File: config.mk
export PLATFORM = sky130hd
export DESIGN_NAME = instr_encoder_loader
export DESIGN_NICKNAME = d
export VERILOG_FILES = /design/src/rtl/instr_encoder_loader.sv
export SDC_FILE = /design/constraint.sdc
export NUM_CORES = 1
export LEC_CHECK = 0
export CORE_AREA = 5 5 90 92
export CTS_BUF_LIST = sky130_fd_sc_hd__clkbuf_16
export DETAILED_ROUTE_END_ITERATION = 10
export DIE_AREA = 0 0 95 97
export PLACE_DENSITY = 0.79
export RECOVER_POWER = 50
export SLEW_MARGIN = 15
export SYNTH_ARGS = -nofsm -noshare
export SYNTH_HDL_FRONTEND = slang
export SYNTH_SLANG_ARGS = --single-unit
export TNS_END_PERCENT = 10
File: constraint.sdc
create_clock -name clk -period 1.5 [get_ports clk]
set_input_delay 0.3 -clock clk [delete_from_list [all_inputs] [get_ports clk]]
set_output_delay 0.3 -clock clk [all_outputs]
set_load 0.1 [all_outputs]
File: src/rtl/instr_encoder_loader.sv
// instr_encoder_loader: encodes instruction descriptions into MIPS words and streams them into instruction memory
module instr_encoder_loader #(
  parameter int ADDR_W = 8,
  parameter logic [ADDR_W-1:0] BASE_ADDR = '0
) (
  input  logic              clk,
  input  logic              rst_n,
  input  logic              start,
  input  logic              in_valid,
  output logic              in_ready,
  input  logic              in_last,
  input  logic [3:0]        in_kind,
  input  logic [4:0]        in_rs,
  input  logic [4:0]        in_rt,
  input  logic [4:0]        in_rd,
  input  logic [4:0]        in_shamt,
  input  logic [5:0]        in_funct,
  input  logic [15:0]       in_imm,
  output logic              mem_we,
  output logic [ADDR_W-1:0] mem_addr,
  output logic [31:0]       mem_wdata,
  output logic [ADDR_W:0]   count,
  output logic              busy,
  output logic              done,
  output logic              err
);
  typedef enum logic [1:0] {IDLE, LOAD, DONE} stateType;
  localparam logic [ADDR_W-1:0] LAST_ADDR = '1;
  stateType state;
  logic lastSeen, accept, legal, writeNext, lastNext, stop;
  logic [ADDR_W-1:0] target;
  logic [5:0] opcode;
  logic [31:0] word;
  always_comb begin
    accept = state == LOAD && in_valid && in_ready;
    legal = in_kind <= 4'd10;
    writeNext = accept && legal;
    lastNext = lastSeen || (accept && in_last);
    target = mem_we ? mem_addr + ADDR_W'(1) : mem_addr;
    stop = (mem_we && mem_addr == LAST_ADDR) || (lastNext && !writeNext);
    case (in_kind)
      4'd1:    opcode = 6'b100011;
      4'd2:    opcode = 6'b101011;
      4'd3:    opcode = 6'b000100;
      4'd4:    opcode = 6'b000101;
      4'd5:    opcode = 6'b000111;
      4'd6:    opcode = 6'b001000;
      4'd7:    opcode = 6'b001001;
      4'd8:    opcode = 6'b001100;
      4'd9:    opcode = 6'b001101;
      4'd10:   opcode = 6'b001010;
      default: opcode = 6'b000000;
    endcase
    word = in_kind == 4'd0 ? {6'b000000, in_rs, in_rt, in_rd, in_shamt, in_funct}
                           : {opcode, in_rs, in_kind == 4'd5 ? 5'd0 : in_rt, in_imm};
  end
  always_ff @(posedge clk or negedge rst_n) begin
    if (!rst_n) begin
      state <= IDLE;
      in_ready <= 1'b0;
      mem_we <= 1'b0;
      mem_addr <= BASE_ADDR;
      mem_wdata <= '0;
      count <= '0;
      busy <= 1'b0;
      done <= 1'b0;
      err <= 1'b0;
      lastSeen <= 1'b0;
    end else begin
      done <= 1'b0;
      mem_we <= 1'b0;
      case (state)
        IDLE: if (start) begin
          state <= LOAD;
          in_ready <= 1'b1;
          busy <= 1'b1;
          mem_addr <= BASE_ADDR;
          count <= '0;
          err <= 1'b0;
          lastSeen <= 1'b0;
        end
        LOAD: begin
          mem_we <= writeNext;
          if (writeNext) mem_wdata <= word;
          if (accept && !legal) err <= 1'b1;
          lastSeen <= lastNext;
          // pointer advances in the write cycle but parks on the last address
          if (mem_we) begin
            count <= count + (ADDR_W+1)'(1);
            if (mem_addr != LAST_ADDR) mem_addr <= mem_addr + ADDR_W'(1);
          end
          in_ready <= !stop && !lastNext && !(writeNext && target == LAST_ADDR);
          if (stop) begin
            state <= DONE;
            busy <= 1'b0;
            done <= 1'b1;
          end
        end
        DONE: state <= IDLE;
        default: state <= IDLE;
      endcase
    end
  end
endmodule

==> results.md <==
* Max Cap Violations at 0
* Utilization after layout at 0.683
* Post-synth cell types at 44
* Vias per inst at 4.86
* Leakage at around 0.0022 uW
* Post-CTS Hold Buffers at 0
* Warnings from Yosys at 0
* Biggest area consumer among synthesized cells: sky130_fd_sc_hd__dfrtp_1
* FP Rows at 31
* Path type of the worst min-delay path: in2async
* Transition time at the pin with the least slew margin at 0.775 ns
* Insertion delay of the later-clocked pin in the worst-skew pair at between 0.2 and 0.3 ns
* Final Hold Viols at 0
* Fin crit period at 1.55 ns
* Starting Density at 0.392
* Final slew viol count at 0
* Worst endpoint required time at about 1.7 ns
* Count of mapped cells out of synthesis at 291
* Number of synthesized flops with an enable pin at 0
* Via count of the routed design at 2616
* Highest Clock Rate at roughly 650 MHz
* Critical R2R Launch: mem_addr[0]
* Post-synth net total at between 300 and 400
* Power, Total at approximately 11000 uW
* Area grow syn2layout at 73.9%
* Clock H-tree levels at 2
* #FFs+latches synth at 56
* Average cell area after synthesis at 9.62 sq um
* Most instantiated cells after synthesis: 61 x sky130_fd_sc_hd__nand2_1, 56 x sky130_fd_sc_hd__dfrtp_1, 25 x sky130_fd_sc_hd__o21ai_0
* Cell Pwr Density at around 2200 nW/um^2
* Least setup slack across all paths after layout at -0.0490 ns
* Arrival time of the worst setup path at 1.71 ns
* Clock-pin transition on the worst setup and hold timing paths at 0.07 ns
* Placeable core area at between 7000 and 8000 sq um
* Die width at 95 um
* Seq/Total Area, Yosys at 0.500
* Maximum number of pins on one net before global-route repair at 57
* Vias in the first global route at about 2700
* HPWL after detailed placement at 6.25 mm
* DIE AREA at between 9000 and 10000 sq um
* Clock buffers created by TritonCTS at 5
* Most used standard cell by instance count after synthesis: sky130_fd_sc_hd__nand2_1
* Clock root buffer: sky130_fd_sc_hd__clkbuf_16
* Outcome: finished with violations
* Remaining antenna violation count after routing at 0
* Slew HR at 0.483
* Violated checks: setup timing
* Average wire length per cell after detail routing at 14.9 um
* Proportion of layout cells with a drive suffix above 1 at 0.353
* Detailed Route Iter0 Violations at 87
* Final TNS setup at -0.0749 ns
* Antenna violations before repair at 0
* Global-route total usage across every layer at 0.175
* Worst setup SP type: flip-flop
* Total gr overflow at 0
* Critical path fanouts, max at 4
* Worst Setup Path Type: reg2reg
* Count of pins on the block boundary at roughly 110
* Global-route wire length before repair at 13.0 mm
* Setup repair after global routing missed its margin: yes
* Setup-failing EPs final at 3
* Fin crit share at 1.03
* Dominant cells by area after synthesis: sky130_fd_sc_hd__dfrtp_1 50%, sky130_fd_sc_hd__nand2_1 8.2%, sky130_fd_sc_hd__mux2i_1 6.8%
* Maximum vdd ir drop at between 1.5 and 2 mV
* Leading register cell type out of synthesis: sky130_fd_sc_hd__dfrtp_1
* Residual DRC at 0
* Area fraction of the dominant cell type after synthesis at 0.500
* Final antenna diode count at 0
* Vertical die dimension at 97 um
* Clk sinks at 56
* Final net count at about 500
* Number of buffers added on ports at between 100 and 150
* Type of destination of the critical path: flip-flop
* Share of synthesized flip-flops with an asynchronous set or reset at 1.00
* Post-Route WL at 7.99 mm
* Syn Std Cell Area at 2800 sq um
* Clock tree from TritonCTS: yes
* Setup Skew at between 0.003 and 0.004 ns
* Number of buffers between clock root and the deepest sink at 2
* Critical Path Source: mem_addr[0]
* RePlAce Congestion at around 0.87
* 1st-pass router iterations at 4
[layer usage]
layer	vias to the layer above	routed length, um	GRT usage
met1	1252	3290	0.205
li1	1289	-	-
met5	-	0	0
met3	12	399	0.0442
met4	0	102	0.0422
met2	63	4200	0.313
[state kept, by name, indices dropped and copies added (netlist names)]
register / count
mem_wdata: 31
in_ready: 1
mem_we: 1
done: 1
count: 9
busy: 1
state: 2
lastSeen: 1
err: 1
mem_addr: 8
[layout make-up]
cell class / count / area, sq um
repair buffers: 154 / 1730
multi-input cells: 215 / 1410
clock buffers: 5 / 125
well taps: 99 / 124
flip-flops and latches: 56 / 1440
clock inverters: 3 / 20.0
fillers: 545 / 2270
inverters: 6 / 22.5
[layout by cell type, fill, tap and decap left out, types with 4 or more instances in the layout]
cell type	n
sky130_fd_sc_hd__buf_4	45
sky130_fd_sc_hd__ha_1	5
sky130_fd_sc_hd__nor2_1	15
sky130_fd_sc_hd__o21ai_0	20
sky130_fd_sc_hd__mux2i_1	19
sky130_fd_sc_hd__xor2_1	10
sky130_fd_sc_hd__nand4_1	6
sky130_fd_sc_hd__clkbuf_4	17
sky130_fd_sc_hd__clkdlybuf4s50_1	44
sky130_fd_sc_hd__nand2b_1	4
sky130_fd_sc_hd__buf_6	4
sky130_fd_sc_hd__nand2_1	60
sky130_fd_sc_hd__buf_12	36
sky130_fd_sc_hd__o21ai_1	5
sky130_fd_sc_hd__nand3_1	8
sky130_fd_sc_hd__dfrtp_4	7
sky130_fd_sc_hd__a21oi_1	11
sky130_fd_sc_hd__inv_1	5
sky130_fd_sc_hd__clkbuf_16	5
sky130_fd_sc_hd__dfrtp_1	41
sky130_fd_sc_hd__dfrtp_2	8
[worst max-delay path, stage by stage, from the launching register on]
cell and delay (ns):
sky130_fd_sc_hd__dfrtp_4 0.45, sky130_fd_sc_hd__ha_4 0.18, sky130_fd_sc_hd__nand3_4 0.11, sky130_fd_sc_hd__nor2_1 0.14, sky130_fd_sc_hd__xor2_1 0.20, sky130_fd_sc_hd__nor4b_2 0.24, sky130_fd_sc_hd__o211ai_1 0.11
[worst paths after layout]
check	slack [ns]	cells past startpoint	endpoint
worst max register to register	-0.05	6	in_ready
max in group asynchronous	0.71	2	mem_addr[2]
min in group clk	0.48	2	mem_wdata[19]
worst max-delay path	-0.05	6	in_ready
worst min-delay path	0.19	2	count[8]
worst min register to register	0.48	2	mem_wdata[19]
[stage by stage]
step	cells	instance area, sq um	worst slack (ns)	hold WS, ns
after floorplan	291	2890	-0.246	0.00441
after global placement	525	4870	-0.545	0.323
after detailed placement	525	4870	-0.689	0.327
after CTS	538	5080	-0.0375	0.0158
after global routing	538	4870	-0.106	0.285
final	538	4870	-0.0490	0.190
[repair_timing]
item	4_1_cts	5_1_grt
buffers inserted	5	0
endpoints found under the setup margin	47	46
pin swaps	10	3
gates resized for setup	20	14
[where the power goes]
group | internal, uW | switching (uW)
registers | 2070 | 487
clock network | 616 | 521
logic | 2300 | 4910
total | 4980 | 5910
[cells by family (layout without fill, tap and decap cells)]
kind of cell,after synthesis,count (layout),share of synthesized area
mux,22,22,0.0800
fa+ha+maj,8,8,0.0357
compound gates,53,53,0.111
simple gates,119,119,0.201
buf+inv,20,168,0.0331
other cells,1,1,0.00134
xor+xnor,12,12,0.0375
flops,56,56,0.500
Power figures use the tool's default switching activity.
==> RTL change, RTL diff (same flow settings) <==
Re-encode `stateType` (3 states) as one-hot, 3 bits wide.
--- a/src/rtl/instr_encoder_loader.sv
+++ b/src/rtl/instr_encoder_loader.sv
@@ -25,5 +25,5 @@
   output logic              err
 );
-  typedef enum logic [1:0] {IDLE, LOAD, DONE} stateType;
+  typedef enum logic [2:0] {IDLE = 3'b001, LOAD = 3'b010, DONE = 3'b100} stateType;
   localparam logic [ADDR_W-1:0] LAST_ADDR = '1;
   stateType state;
Function: no difference found for any inputs over 10 cycles, from zero or initial values and one cycle with rst_n low; not proved beyond that.
==> RTL change against the unedited design <==
The flow still finishes with violations (setup timing); worst setup slack worse by 0.052 ns; power fell by 3.3%; synthesized cell count grew 2.4%; global-route usage up 3.8 points; final area rose by 11%; synthesized area increased by 3.0%; sequential cell count is 1 higher; routed wire length increased by 18%.
==> RTL change: results (changes against the unedited design) <==
| Metric | Value |
|---|---|
| Commonest cells in the netlist | `dfrtp_1 (56), nand2_1 (56), o21ai_0 (28), nor2_1 (18), mux2i_1 (16)` |
| Mapped Nets | `357 (+2.0%)` |
| Critical path's largest stage delay | `0.55 ns (+0.10 ns)` |
| Slowest-stage cell, CP | `dfstp_2` |
| Status | `finished, violations left` |
| Routed wire per std cell | `17.3 µm (+16%)` |
| Vias/cell | `5.10 (+4.8%)` |
| Total GRT Usage | `0.213 (+0.0382)` |
| Dpl hpwl | `6610 µm (+5.7%)` |
| TritonCTS Buffers | `9 (+4)` |
| Final worst slack | `-0.101 ns (-0.0524 ns)` |
| DR iter-0 viols | `89 (+2.3%)` |
| CP max FO | `24 (+20)` |
| Worst VDD drop | `1.39 mV (-16%)` |
| Failing checks | `setup timing` |
| FILL cells | `466 (-14%)` |
| Worst EP arrival | `1.84 ns (+0.13 ns)` |
| Leak pwr | `2.37 nW (+8.4%)` |
| Fin Setup TNS | `-1.22 ns (-1.15 ns)` |
| RD Place Congestion | `0.816 (-5.9%)` |
| First-pass GRT wire length | `15,200 µm (+17%)` |
| Largest net degree at the start of global routing | `25 (-56%)` |
| CTS clk-pin slew, worst paths | `0.05 ns (-0.02 ns)` |
| Number of global-route vias before repair | `3,062 (+12%)` |
| Endpoints failing setup | `28 (+25)` |
| # H-tree levels | `3 (+1)` |
| Final setup skew | `0.00826 ns (+0.00458 ns)` |
| Number of distinct library cells after synthesis | `52 (+18%)` |
| Top post-synthesis cells by area | `dfrtp_1 (49%), nand2_1 (7.3%), mux2i_1 (5.6%)` |
| Pre-CTS setup slack | `-0.541 ns (+0.148 ns)` |
| Hold Path Class | `reg -> reg` |
==> RTL change: repair_timing <==
action,in CTS,in global routing
hold buffers,1,0
endpoints found under the setup margin,44,46
setup buffers,2,3
hold endpoints to repair,13,0
gates resized for setup,33,18
pin swaps,7,9
==> RTL change: stage by stage <==
step / power [mW] / hold slack, ns / instances
6_report: 10.5 / 0.477 / 546
5_1_grt: 10.9 / 0.487 / 546
4_1_cts: 10.7 / 0.455 / 543
3_5_place_dp: 8.23 / 0.254 / 524
3_3_place_gp: 8.12 / 0.252 / 524
2_1_floorplan: 5.76 / 0.00441 / 298
==> RTL change: path summary, 6_finish.rpt <==
check                                          start                         to  slack [ns]  depth (start not counted)
min in group asynchronous                      rst_n   mem_wdata[9]$_DFFE_PN0P_        0.63                          2
setup reg to reg                state[0]$_DFFE_PN1P_   mem_wdata[7]$_DFFE_PN0P_       -0.10                          7
setup / recovery                state[0]$_DFFE_PN1P_   mem_wdata[7]$_DFFE_PN0P_       -0.10                          7
hold / removal             mem_wdata[22]$_DFFE_PN0P_  mem_wdata[22]$_DFFE_PN0P_        0.48                          2
hold reg to reg            mem_wdata[22]$_DFFE_PN0P_  mem_wdata[22]$_DFFE_PN0P_        0.48                          2
max in group asynchronous                      rst_n       state[0]$_DFFE_PN1P_        0.11                          3
==> RTL change: metal layers <==
metal	vias to the layer above	part of all wire	track usage	routed length, µm
met5	-	0	0	0
met4	0	0.035	0.0910	330
met3	31	0.080	0.0838	759
met2	105	0.54	0.384	5090
met1	1337	0.35	0.212	3270
li1	1309	-	-	-
==> RTL change: cells by family after synthesis <==
logic type               share of synthesized area
buffers and inverters                       0.0447
other                                      0.00130
flip-flops                                   0.495
AND/OR/NAND/NOR                              0.210
multiplexers                                0.0594
AO/OA/AOI/OAI                                0.116
adder cells (fa/ha/maj)                     0.0347
XOR/XNOR                                    0.0395
==> RTL change: report_power, final <==
part	internal (mW)	switching, mW
Clock	1.61	0.710
Sequential	1.98	0.469
Combinational	2.02	3.76
==> RTL change: final cells by class <==
cell class              count  area (µm²)  share of cell area
clock inverters             7         109              0.0202
clock buffers               9         225              0.0418
multi-input cells         215        1490               0.277
well taps                  99         124              0.0230
repair buffers            148        1930               0.358
flip-flops and latches     57        1460               0.272
inverters                  11        41.3             0.00766
==> RTL change: tightest hold or removal path, delay by kind of cell, from the launching register on <==
kind / cells / cell delay, ns
DFF: 1 / 0.34
and+or+nand+nor: 2 / 0.10
